--- src/rtl/shift_arbiter_pkg.sv ---
// Shared definitions for the shift arbiter slice.
//   - shift operation encodings used on req*_op
//   - requester id constants carried on rsp_id
//   - response-record field widths
//   - response-stage state encoding (EMPTY / FULL)
package shift_arbiter_pkg;

    localparam int unsigned DATA_W     = 16;
    localparam int unsigned AMT_W      = 4;
    localparam int unsigned OP_W       = 2;
    localparam int unsigned RSP_DATA_W = DATA_W;
    localparam int unsigned RSP_ID_W   = 1;

    typedef enum logic [OP_W-1:0] {
        OP_ROL = 2'b00,
        OP_SHL = 2'b01,
        OP_ROR = 2'b10,
        OP_SHR = 2'b11
    } shift_op_e;

    localparam logic [RSP_ID_W-1:0] PORT0 = 1'b0;
    localparam logic [RSP_ID_W-1:0] PORT1 = 1'b1;

    typedef enum logic {
        ST_EMPTY = 1'b0,
        ST_FULL  = 1'b1
    } rsp_state_e;

endpackage

--- src/rtl/rr_arb2.sv ---
// Two-way round-robin arbiter with a priority pointer.
// Ports:
//   clk, rst_n     - clock, synchronous active-low reset
//   req0, req1     - request valids
//   free           - downstream slot can take a result this cycle
//   grant0, grant1 - one-hot (or zero) grant, combinational
// The pointer only matters when both requesters are valid; after a grant to
// port k it favours port 1-k. Grants are forced low while in reset.
module rr_arb2 (
    input  logic clk,
    input  logic rst_n,
    input  logic req0,
    input  logic req1,
    input  logic free,
    output logic grant0,
    output logic grant1
);

    // prio = 0: port 0 wins a tie; prio = 1: port 1 wins a tie
    logic prio;

    assign grant0 = rst_n & free & req0 & (~req1 | ~prio);
    assign grant1 = rst_n & free & req1 & (~req0 |  prio);

    always_ff @(posedge clk) begin
        if (!rst_n) begin
            prio <= 1'b0;
        end else if (grant0) begin
            prio <= 1'b1;
        end else if (grant1) begin
            prio <= 1'b0;
        end
    end

endmodule

--- src/rtl/shifter.sv ---
// Combinational 16-bit barrel shifter.
// Ports:
//   data_in  - operand
//   amount   - shift/rotate amount 0..15 (0 passes the operand unchanged)
//   op       - OP_ROL / OP_SHL / OP_ROR / OP_SHR
//   data_out - result
module shifter
    import shift_arbiter_pkg::*;
(
    input  logic [DATA_W-1:0] data_in,
    input  logic [AMT_W-1:0]  amount,
    input  shift_op_e         op,
    output logic [DATA_W-1:0] data_out
);

    // Rotates are taken from a doubled operand so no wrap-around term is
    // needed: the bits pushed out of one copy come in from the other.
    logic [2*DATA_W-1:0] doubled;
    logic [2*DATA_W-1:0] rol_wide;
    logic [2*DATA_W-1:0] ror_wide;

    assign doubled  = {data_in, data_in};
    assign rol_wide = doubled << amount;
    assign ror_wide = doubled >> amount;

    always_comb begin
        data_out = data_in;
        case (op)
            OP_ROL:  data_out = rol_wide[2*DATA_W-1:DATA_W];
            OP_SHL:  data_out = data_in << amount;
            OP_ROR:  data_out = ror_wide[DATA_W-1:0];
            OP_SHR:  data_out = data_in >> amount;
            default: data_out = data_in;
        endcase
    end

endmodule

--- src/rtl/shift_arbiter.sv ---
// Shares one barrel shifter between two requesters with round-robin
// arbitration and a single registered response stage.
//
// Handshake: a transfer happens on a port in any cycle where its valid and
// ready are both 1 at the rising edge. Ready never depends on the
// requester's own valid being high beyond the grant rule, and a requester
// that sees ready=0 keeps valid and payload stable until it is accepted.
//
// Ports:
//   clk, rst_n                       - clock, synchronous active-low reset
//   req{0,1}_valid / _ready          - request handshake
//   req{0,1}_in / _cnt / _op / _tag  - operand, amount, operation, tag
//   rsp_valid / rsp_ready            - response handshake
//   rsp_data / rsp_id / rsp_tag      - result, issuing port, passthrough tag
//   conflicts                        - saturating count of contended grants
//   dbg_state                        - response-stage state (EMPTY/FULL)
module shift_arbiter
    import shift_arbiter_pkg::*;
#(
    parameter int unsigned TAG_W = 3,
    parameter int unsigned CNT_W = 16
) (
    input  logic                  clk,
    input  logic                  rst_n,

    input  logic                  req0_valid,
    output logic                  req0_ready,
    input  logic [DATA_W-1:0]     req0_in,
    input  logic [AMT_W-1:0]      req0_cnt,
    input  logic [OP_W-1:0]       req0_op,
    input  logic [TAG_W-1:0]      req0_tag,

    input  logic                  req1_valid,
    output logic                  req1_ready,
    input  logic [DATA_W-1:0]     req1_in,
    input  logic [AMT_W-1:0]      req1_cnt,
    input  logic [OP_W-1:0]       req1_op,
    input  logic [TAG_W-1:0]      req1_tag,

    output logic                  rsp_valid,
    input  logic                  rsp_ready,
    output logic [RSP_DATA_W-1:0] rsp_data,
    output logic [RSP_ID_W-1:0]   rsp_id,
    output logic [TAG_W-1:0]      rsp_tag,

    output logic [CNT_W-1:0]      conflicts,
    output rsp_state_e            dbg_state
);

    rsp_state_e          state;
    rsp_state_e          state_next;

    logic                free;
    logic                grant0;
    logic                grant1;
    logic                any_grant;

    logic [DATA_W-1:0]   sh_in;
    logic [AMT_W-1:0]    sh_cnt;
    shift_op_e           sh_op;
    logic [DATA_W-1:0]   sh_out;
    logic [TAG_W-1:0]    sel_tag;

    // The slot can accept a new result if empty or being drained this cycle,
    // which is what allows one operation per cycle at full rate.
    assign free      = ~rsp_valid | rsp_ready;
    assign any_grant = grant0 | grant1;

    assign req0_ready = grant0;
    assign req1_ready = grant1;

    rr_arb2 u_arb (
        .clk    (clk),
        .rst_n  (rst_n),
        .req0   (req0_valid),
        .req1   (req1_valid),
        .free   (free),
        .grant0 (grant0),
        .grant1 (grant1)
    );

    // Operand mux: port 1 drives the shifter only when it holds the grant.
    always_comb begin
        sh_in   = req0_in;
        sh_cnt  = req0_cnt;
        sh_op   = shift_op_e'(req0_op);
        sel_tag = req0_tag;
        if (grant1) begin
            sh_in   = req1_in;
            sh_cnt  = req1_cnt;
            sh_op   = shift_op_e'(req1_op);
            sel_tag = req1_tag;
        end
    end

    shifter u_shifter (
        .data_in  (sh_in),
        .amount   (sh_cnt),
        .op       (sh_op),
        .data_out (sh_out)
    );

    // Response-stage FSM: state register
    always_ff @(posedge clk) begin
        if (!rst_n) begin
            state <= ST_EMPTY;
        end else begin
            state <= state_next;
        end
    end

    // Response-stage FSM: next state
    always_comb begin
        state_next = state;
        case (state)
            ST_EMPTY: if (any_grant) state_next = ST_FULL;
            ST_FULL:  if (!any_grant && rsp_ready) state_next = ST_EMPTY;
            default:  state_next = ST_EMPTY;
        endcase
    end

    // Response-stage FSM: outputs
    always_comb begin
        rsp_valid = (state == ST_FULL);
        dbg_state = state;
    end

    // Response payload: loaded on every grant, otherwise held (including
    // while stalled and after a drain).
    always_ff @(posedge clk) begin
        if (!rst_n) begin
            rsp_data <= '0;
            rsp_id   <= PORT0;
            rsp_tag  <= '0;
        end else if (any_grant) begin
            rsp_data <= sh_out;
            rsp_id   <= grant1 ? PORT1 : PORT0;
            rsp_tag  <= sel_tag;
        end
    end

    // Contention counter: a cycle counts when both ports want the shifter
    // and the slot is free, i.e. exactly one of them is turned away.
    always_ff @(posedge clk) begin
        if (!rst_n) begin
            conflicts <= '0;
        end else if (req0_valid && req1_valid && free && (conflicts != '1)) begin
            conflicts <= conflicts + 1'b1;
        end
    end

endmodule

--- config.mk ---
export PLATFORM = sky130hd
export DESIGN_NAME = shift_arbiter
export DESIGN_NICKNAME = d
export VERILOG_FILES = /design/src/rtl/shift_arbiter_pkg.sv /design/src/rtl/rr_arb2.sv /design/src/rtl/shifter.sv /design/src/rtl/shift_arbiter.sv
export SDC_FILE = /design/constraint.sdc
export NUM_CORES = 1
export LEC_CHECK = 0
export ABC_CLOCK_PERIOD_IN_PS = 9850
export CORE_MARGIN = 3
export CORE_UTILIZATION = 55
export CTS_BUF_LIST = sky130_fd_sc_hd__clkbuf_2
export DETAILED_ROUTE_END_ITERATION = 10
export PLACE_DENSITY = 0.84
export SLEW_MARGIN = 0
export SYNTH_ARGS = -nofsm -noshare
export SYNTH_HDL_FRONTEND = slang
export SYNTH_HIERARCHICAL = 1
export SYNTH_SLANG_ARGS = --single-unit
--- constraint.sdc ---
create_clock -name clk -period 9.85 [get_ports clk]
set_clock_uncertainty 0.05 [all_clocks]
set_input_delay 2.955 -clock clk [delete_from_list [all_inputs] [get_ports clk]]
set_output_delay 2.955 -clock clk [all_outputs]
set_load 0.05 [all_outputs]
* Yosys cells after proc, flatten, opt, wreduce, memory -nomap -nowiden *
Index checks and enable logic that the tools add are counted.

storage, ports and cells
  flip-flop bits (word level) = 38
  input bits = 55
  output and inout bits = 40
  logic and storage cells = 46

cells by class
  $add $sub $neg = 1
  eq/ne operators = 4
  shifts and indexed selects = 4
  mux-type cells = 11
  bitwise gates (word level) = 13
  reduce and logical (&&, ||, !) cells = 7

operators by type and width
  cell                                                 number
  case mux 16 bit (4 select lines)                     1
  << shifter 32 x 4 -> 32 bit                          1
  right shift 32 x 4 -> 16 bit                         1
  adder 16 x 1 -> 16 bit, second input constant        1
  2-to-1 mux 16 bit                                    1
  != test 16 bit, second input constant                1
  << shifter 16 x 4 -> 16 bit                          1
  right shift 16 x 4 -> 16 bit                         1
  AND 1 bit                                            5
  2-to-1 mux 1 bit                                     5
  equality test 2 bit, second input constant           2
  logical AND 1 bit                                    4
  2-to-1 mux 4 bit                                     1
  inverter 1 bit                                       4
  OR 1 bit                                             4
  2-to-1 mux 3 bit                                     1
  equality test 2 x 1 -> 1 bit, second input constant  1
  zero test 2 bit                                      1
  2-to-1 mux 2 bit                                     1
  case mux 1 bit (2 select lines)                      1
  nonzero test 2 bit                                   1
  zero test 1 bit                                      1

* Longest topological paths before layout *
  depth in word-level cells = 10
  depth in mapped cells = 16
  depth with buffers taken out = 11

* Hierarchy *
The synthesis kept the hierarchy.

by module, submodules not included
  module         times used  cells an instance  area each (um2)  sequential area each (um2)
  shifter        1           251                2,119.5          0.0
  shift_arbiter  1           220                1,964.4          740.7
  rr_arb2        1           9                  66.3             20.0

* Worst setup path after synthesis *
OpenSTA, ideal clock, no wires.

  path kind = input to output
  from = input rsp_ready
  to = output req1_ready
  arrival time = 4,146 ps
  path slack = 2,699 ps
  cell stages on the path = 4
  path through = nand2b_1 > buf_6 > nand3_1 > a21oi_1

on the way
  longest elaborated chain between the ends = 4

ends and longest elaborated chain
  element                 RTL line             text
  start: declaration      shift_arbiter.sv:41  input logic rsp_ready,
  OR 1 bit                shift_arbiter.sv:66  assign free = ~rsp_valid | rsp_ready;
  net free                shift_arbiter.sv:53  logic free;
  AND 1 bit (3 in a row)  rr_arb2.sv:23        assign grant1 = rst_n & free & req1 & (~req0 | prio);
  end: declaration        shift_arbiter.sv:34  output logic req1_ready,

The timed path passes the listed nets, and every way through them passes these cells.

* Worst setup path after layout *
  from = input rsp_ready
  to = output req0_ready

on the way
  longest elaborated chain between the ends = 4

ends and longest elaborated chain
  element                 RTL line             text
  OR 1 bit                shift_arbiter.sv:66
  AND 1 bit (3 in a row)  rr_arb2.sv:22        assign grant0 = rst_n & free & req0 & (~req1 | ~prio);
  end: declaration        shift_arbiter.sv:27  output logic req0_ready,

No other way between the ends.

==> results.tsv <==
metric	value	unit
status	completed	
io_buffers	94	
area_delta_synth_final	20.68	%
diodes	0	
hold_viol	0	
drc	0	
p_leak	1.844	nW
postRouteAntennaNets	0	
die_x	92.87	um
critical_path_buf_inv_count	2	
crit_chain	clkdlybuf4s50_1, nand2b_1, nand3_1, a21oi_1, clkdlybuf4s50_1	
met3_usage	5.118	%
clk_path_buf_depth	2	
clkTransAtPathRegs	0.22	ns
final_common_cell	clkdlybuf4s50_1	
synth_async_sr_flop_share	0	%
critical_path_required	6.85	ns
crit_fanout	10	
drive_gt1_share	16.30	%
grt_pass1_wl	18.94	mm
place.detailed.hpwl	8.456	mm
die_area	8624	um2
min_period	8.493	ns
layout_common_cells	94 x clkdlybuf4s50_1, 61 x nand2_1, 47 x nor2_1	
grt_usage	26.99	%
cts_inserted_buffers	5	
drt-total-wl	11.50	mm
synth_cell_types	72	
rsz0062_at_grt	false	
crit_path_frequent_cell	clkdlybuf4s50_1	
via_count	4143	
initial_core_util	56.91	%
cts_tree	yes	
grtUsageMet2	41.87	%
power_density	113.3	nW/um2
num-fill-cells	638	
first_pass_iters	5	
cts_sinks	38	
synth_edf_count	0	
grt_max_degree	55	
met1_usage	38.00	%
vdd_drop_max	0.0001144	V
overflow	0	
critPathKind	input pin to primary output	
fmax	117.7	MHz
place_congestion	0.9199	
pre_cts_ws	1.361	ns
insertion_delay	0.40	ns
drv_slew	0	
synth_ff_type	dfxtp_1	
grt_pass1_vias	3878	
finalCritPeriodShare	86.22	%
reg2reg_slack	5.55	ns
wl_per_cell	18.00	um
synth_area_per_cell	8.646	um2
synthDominantCellAreaShare	18.33	%
ys_ff_latch	38	
fin_tns_setup	0	ns
max_cap_violations	0	
cts-root-buf	clkbuf_2	
tightest_slew	1.101	ns
ys_seq_area_share	18.33	%
cts_hold_buf	0	
cp.arrival	5.49	ns
drt_iter0_markers	391	
hold_path_class	flop to flop	
netlist_instances	480	
cp_slowest_cell	clkdlybuf4s50_1	
num_io_pins	95	
syn_area	4150	um2
nets	595	
synth_top_area_cell	dfxtp_1	
ctsHtreeMaxLevel	2	
yosysWarnings	6	
syn-num-nets	536	
startpoint_type	input pin	
fp.coreArea	7292	um2
p_total	0.5673	mW
setup_ws	1.357	ns
synthTopCellsByArea	dfxtp_1 18%, mux4_2 11%, mux2i_1 7.7%	
rows	31	
die_h	92.87	um
cp_top_family	buffers and inverters	
top_usage_layer	met2	
setup_viol	0	
cts_setup_buffers	0	
end_kind	primary output	
antenna_found_initial	0	
viasPerCell	6.484	
ctsResizeCount	0	
relSlewSlack	26.53	%
cpPeakStageDelay	0.94	ns
routing by layer:
metal,vias up,routed length [um]
li1,1918,-
met1,1971,4749
met2,224,5455
met3,30,998
met4,0,295
met5,-,0
final timing paths:
path / startpoint / end / depth (start not counted)
worst max-delay path: rsp_ready / req0_ready / 5
worst min register to register: rsp_data[1] / rsp_data[1] / 2
worst min-delay path: rsp_data[1] / rsp_data[1] / 2
worst max register to register: dbg_state / rsp_data[2] / 13
cells by family after synthesis:
kind of cell	count (synthesis)	share of synthesized area, %
AO/OA/AOI/OAI	121	19.42
adder cells (fa/ha/maj)	1	0.3014
buffers and inverters	56	8.863
flip-flops	38	18.33
multiplexers	90	31.78
AND/OR/NAND/NOR	174	21.31
flip-flops by register name (all words and copies together), names as in the netlist:
| signal | flops |
|---|---|
| rsp_tag | 3 |
| dbg_state | 1 |
| conflicts | 16 |
| rsp_data | 16 |
| u_arb/prio | 1 |
| rsp_id | 1 |
cells in the mapped netlist (6+ instances only):
cell type  count
mux2_2        28
a21oi_1       45
inv_1         10
o21ai_1        8
nand4_1        7
mux4_2        21
buf_2          9
nor2_1        47
clkbuf_1      16
a21oi_2        8
or4_1          6
nand2b_1       6
nand2_1       61
o21ai_0       10
buf_6          9
dfxtp_1       38
mux4_1         6
nand3_1        7
mux2i_1       32
a211oi_1       6
area by class of cell:
cell class,count,area [um2],area share [%]
inverters,11,41.29,0.8244
flip-flops and latches,38,760.7,15.19
multi-input cells,386,3025,60.40
repair buffers,97,963.4,19.24
clock buffers,5,25.02,0.4996
clock inverters,3,68.82,1.374
well taps,99,123.9,2.473
tightest hold or removal path: stages (launching register included):
cell and delay [ns]:
dfxtp_1 0.36, nand2_1 0.05, a21oi_1 0.05
through the flow:
| stage | instance area (um2) | cells | hold WS (ns) | utilization [%] |
|---|---|---|---|---|
| after floorplan | 4150 | 480 | 0.4369 | - |
| after global placement | 4915 | 631 | 0.3885 | 67.40 |
| after detailed placement | 4915 | 631 | 0.3940 | 67.40 |
| after CTS | 5009 | 639 | 0.4181 | 68.69 |
| after global routing | 5009 | 639 | 0.4351 | 68.69 |
| final | 5009 | 639 | 0.4158 | 68.69 |
power breakdown:
group          switching [mW]  total, mW  internal (mW)
registers             0.00519      0.168          0.163
clock network          0.0563      0.125         0.0688
logic                   0.156      0.274          0.119
Note: power is estimated with default switching activity, not from simulation.
==> RTL edit 1: new RTL, config.mk and constraints unchanged <==
Register the output `dbg_state`; this adds one clock of latency there. The other outputs are not delayed to match.
--- a/src/rtl/shift_arbiter.sv
+++ b/src/rtl/shift_arbiter.sv
@@ -48,2 +48,4 @@
 );
+
+    rsp_state_e dbg_state_d;
 
@@ -124,3 +126,3 @@
         rsp_valid = (state == ST_FULL);
-        dbg_state = state;
+        dbg_state_d = state;
     end
@@ -151,2 +153,6 @@
 
+    always_ff @(posedge clk) begin
+        dbg_state <= dbg_state_d;
+    end
+
 endmodule
Function: changed (Yosys sat finds a counterexample within 4 cycles, from zero or initial values and one cycle with rst_n low).
==> RTL edit 1 against the unedited design <==
Synthesized cell count unchanged. Clock power down 42%. Global-route usage up 0.16 points. Power down 8.3%. Count of clock-buffer cells in the layout unchanged. Wire length up 2.8%. Area after synthesis up 0.30%. Register-to-register slack better by 0.09 ns. Cell area down 0.57%. Sequential cell count up 1. Critical path depth unchanged. Setup slack worse by 0.035 ns.
==> RTL edit 1: results (changes against the unedited design) <==
stage,metric,value,unit,change
placement,gp_congestion,0.968,,+5.2%
routing,via_per_inst,6.51,,+0.35%
setup_path,max_stage_delay,0.93,ns,
setup_path,crit_arrival,5.52,ns,+0.03 ns
setup_path,cp_slowest_cell,clkdlybuf4s50_1,,
logic_synthesis,synthMuxAreaShare,31.7,%,-0.096 points
placement,dp_hpwl,8640,µm,+2.2%
power,ir_drop,0.0000853,V,-25%
logic_synthesis,synthTopCellsByArea,"dfxtp_1, mux4_2, mux2i_1",,
final_layout,fin_nets,596,,+0.17%
routing,routed_wl,11800,µm,+2.8%
routing,dr.pass1.iters,7,,+2
placement,place_area,4930,µm²,+0.41%
global_route,gr-usage-all-layers,27.2,%,+0.16 points
clocking,ctsResizeCount,0,,unchanged
final_layout,drive_above_1_share,16.3,%,-0.030 points
logic_synthesis,synth-compound-area-share,19.4,%,-0.058 points
global_route,grt_pass1_vias,3909,,+0.80%
logic_synthesis,synth_commonest_cells,"nand2_1, nor2_1, a21oi_1",,
logic_synthesis,synth_ff_type,dfxtp_1,,
placement,post-place-ws,1.36,ns,-0.00242 ns
timing,timing.hold.ws,0.331,ns,-0.0845 ns
run_status,outcome,finished clean,,
logic_synthesis,synthArstFlopShare,0,%,unchanged
final_layout,num-fill-cells,632,,-0.94%
setup_path,rrSetupSlack,5.64,ns,+0.09 ns
logic_synthesis,yosysSeqAreaShare,18.8,%,+0.43 points
global_route,grt_pass1_wl,19200,µm,+1.6%
timing,period_share,86.6,%,+0.35 points
routing,drt_iter0_markers,418,,+6.9%
power,leakage,1.82,nW,-1.1%
logic_synthesis,synth-adder-area-share,0.301,%,-0.00091 points
[RTL edit 1: cell count changes in the layout (fill, tap and decap cells not counted), sizes merged]
cell      change
dfxtp         +1
clkinvlp      +2
bufinv        -2
[RTL edit 1: layer usage]
layer,track usage [%],vias up,part of all wire (%)
li1,-,1920,-
met1,35.5,1971,39
met2,44.4,239,48
met3,7.00,34,10
met4,7.69,0,2.8
met5,0,-,0
[RTL edit 1: cell type report]
class	instances	area, µm²	share of cell area, %
clock inverters	3	20.0	0.402
clock buffers	5	25.0	0.503
inverters	11	41.3	0.829
multi-input cells	386	3030	60.8
well taps	99	124	2.49
repair buffers	97	963	19.3
flip-flops and latches	39	781	15.7
[RTL edit 1: stage by stage]
step                      instances  util [%]  power [mW]
after floorplan                 480         -       0.379
after detailed placement        632      67.7       0.445
after CTS                       640      68.3       0.517
after global placement          632      67.7       0.439
final                           640      68.3       0.520
after global routing            640      68.3       0.548
[RTL edit 1: path summary, 6_finish.rpt]
kind | startpoint | to | cells past startpoint
min reg2reg | rsp_valid | dbg_state | 0
max | rsp_ready | req0_ready | 5
max reg2reg | rsp_valid | rsp_data[2] | 13
min | rsp_valid | dbg_state | 0
[RTL edit 1: report_power, final]
group          switching [mW]  internal [mW]  total [mW]
clock                  0.0555         0.0168      0.0723
combinational           0.157          0.119       0.276
sequential            0.00523          0.167       0.172
total                   0.218          0.302       0.520
[RTL edit 1: kinds of logic after synthesis]
logic type      count (synthesis)
fa+ha+maj                       1
mux                            90
buf+inv                        55
flops                          39
simple gates                  174
compound gates                121
==> RTL edit 2: new RTL, same settings <==
Made on the original files. Set the parameter `TAG_W` to 4 (it was 3).
--- a/src/rtl/shift_arbiter.sv
+++ b/src/rtl/shift_arbiter.sv
@@ -19,3 +19,3 @@
 #(
-    parameter int unsigned TAG_W = 3,
+    parameter int unsigned TAG_W = 4,
     parameter int unsigned CNT_W = 16
Interface: changed (resized req0_tag, req1_tag and rsp_tag); port bits go from 95 to 98. No check against the original RTL was run, so the function may have changed too.
==> RTL edit 2 against the unedited design <==
Setup slack better by 0.14 ns. Wire length rose by 3.1%. Area after synthesis decreased by 1.4%. Synthesized cell count grew 1.7%. Power down 2.9%. Via count increased by 2.3%. Cell area hardly changed. Sequential cell count up 1.
==> RTL edit 2: results (changes against the unedited design) <==
stage,metric,value,unit,change
run_status,outcome,finished clean,,
logic_synthesis,yosysSeqAreaShare,19.1,%,+0.74 points
global_route,grt_use_met1,38.8,%,+0.82 points
setup_path,crit_arrival,5.34,ns,-0.15 ns
placement,post-place-ws,1.55,ns,+0.188 ns
power,power_frac_seq,31.4,%,+1.8 points
placement,dp_hpwl,8710,µm,+3.0%
routing,dr.pass1.iters,7,,+2
routing,routed_wl,11900,µm,+3.1%
logic_synthesis,synthTopCellsByArea,"dfxtp_1, mux4_2, mux2i_1",,
placement,numPortBuffers,97,,+3.2%
routing,wl_met3,1230,µm,+23%
global_route,grt_pass1_wl,19000,µm,+0.48%
logic_synthesis,synth_cell_types,65,,-9.7%
routing,drt_iter0_markers,580,,+48%
power,pwr-share-clk,17.8,%,-4.2 points
power,leakage,1.83,nW,-0.52%
global_route,grt_pass1_vias,3856,,-0.57%
logic_synthesis,syn-num-nets,546,,+1.9%
placement,dp_cells,641,,+1.6%
final_layout,drive_above_1_share,12.8,%,-3.5 points
final_layout,fin_nets,610,,+2.5%
power,p_sw,220,µW,+1.2%
routing,met1Wirelength,4950,µm,+4.3%
global_route,gr-usage-all-layers,27.3,%,+0.32 points
min_path,hold_start,rsp_data[15],,
placement,gp_congestion,0.946,,+2.8%
routing,wl_met2,5480,µm,+0.46%
power,ir_drop,0.0000660,V,-42%
routing,via_count,4238,,+2.3%
global_route,grtUsageMet3,5.50,%,+0.38 points
routing,via_per_inst,6.53,,+0.72%
logic_synthesis,syn_avg_cell_area,8.39,µm²,-3.0%
final_layout,num-fill-cells,576,,-9.7%
placement,place_area,4940,µm²,+0.59%
logic_synthesis,synth-adder-area-share,0.306,%,+0.0041 points
[RTL edit 2: layout make-up]
type / count / area [µm²] / share of cell area [%]
multi-input cells: 395 / 3010 / 60.0
inverters: 11 / 41.3 / 0.824
flip-flops and latches: 39 / 781 / 15.6
clock inverters: 3 / 43.8 / 0.874
repair buffers: 100 / 993 / 19.8
clock buffers: 5 / 25.0 / 0.499
well taps: 96 / 120 / 2.40
[RTL edit 2: kinds of logic (layout without fill, tap and decap cells)]
logic type | Yosys count | in the layout
and+or+nand+nor | 179 | 179
AOI/OAI and AO/OA | 119 | 119
muxes | 96 | 96
buffers and inverters | 54 | 119
DFF | 39 | 39
adders and majority gates | 1 | 1
[RTL edit 2: final timing paths]
| check | endpoint | slack (ns) |
|---|---|---|
| worst max-delay path | req0_ready | 1.50 |
| worst min-delay path | rsp_data[15] | 0.41 |
| worst max register to register | rsp_data[12] | 5.45 |
| worst min register to register | rsp_data[15] | 0.41 |
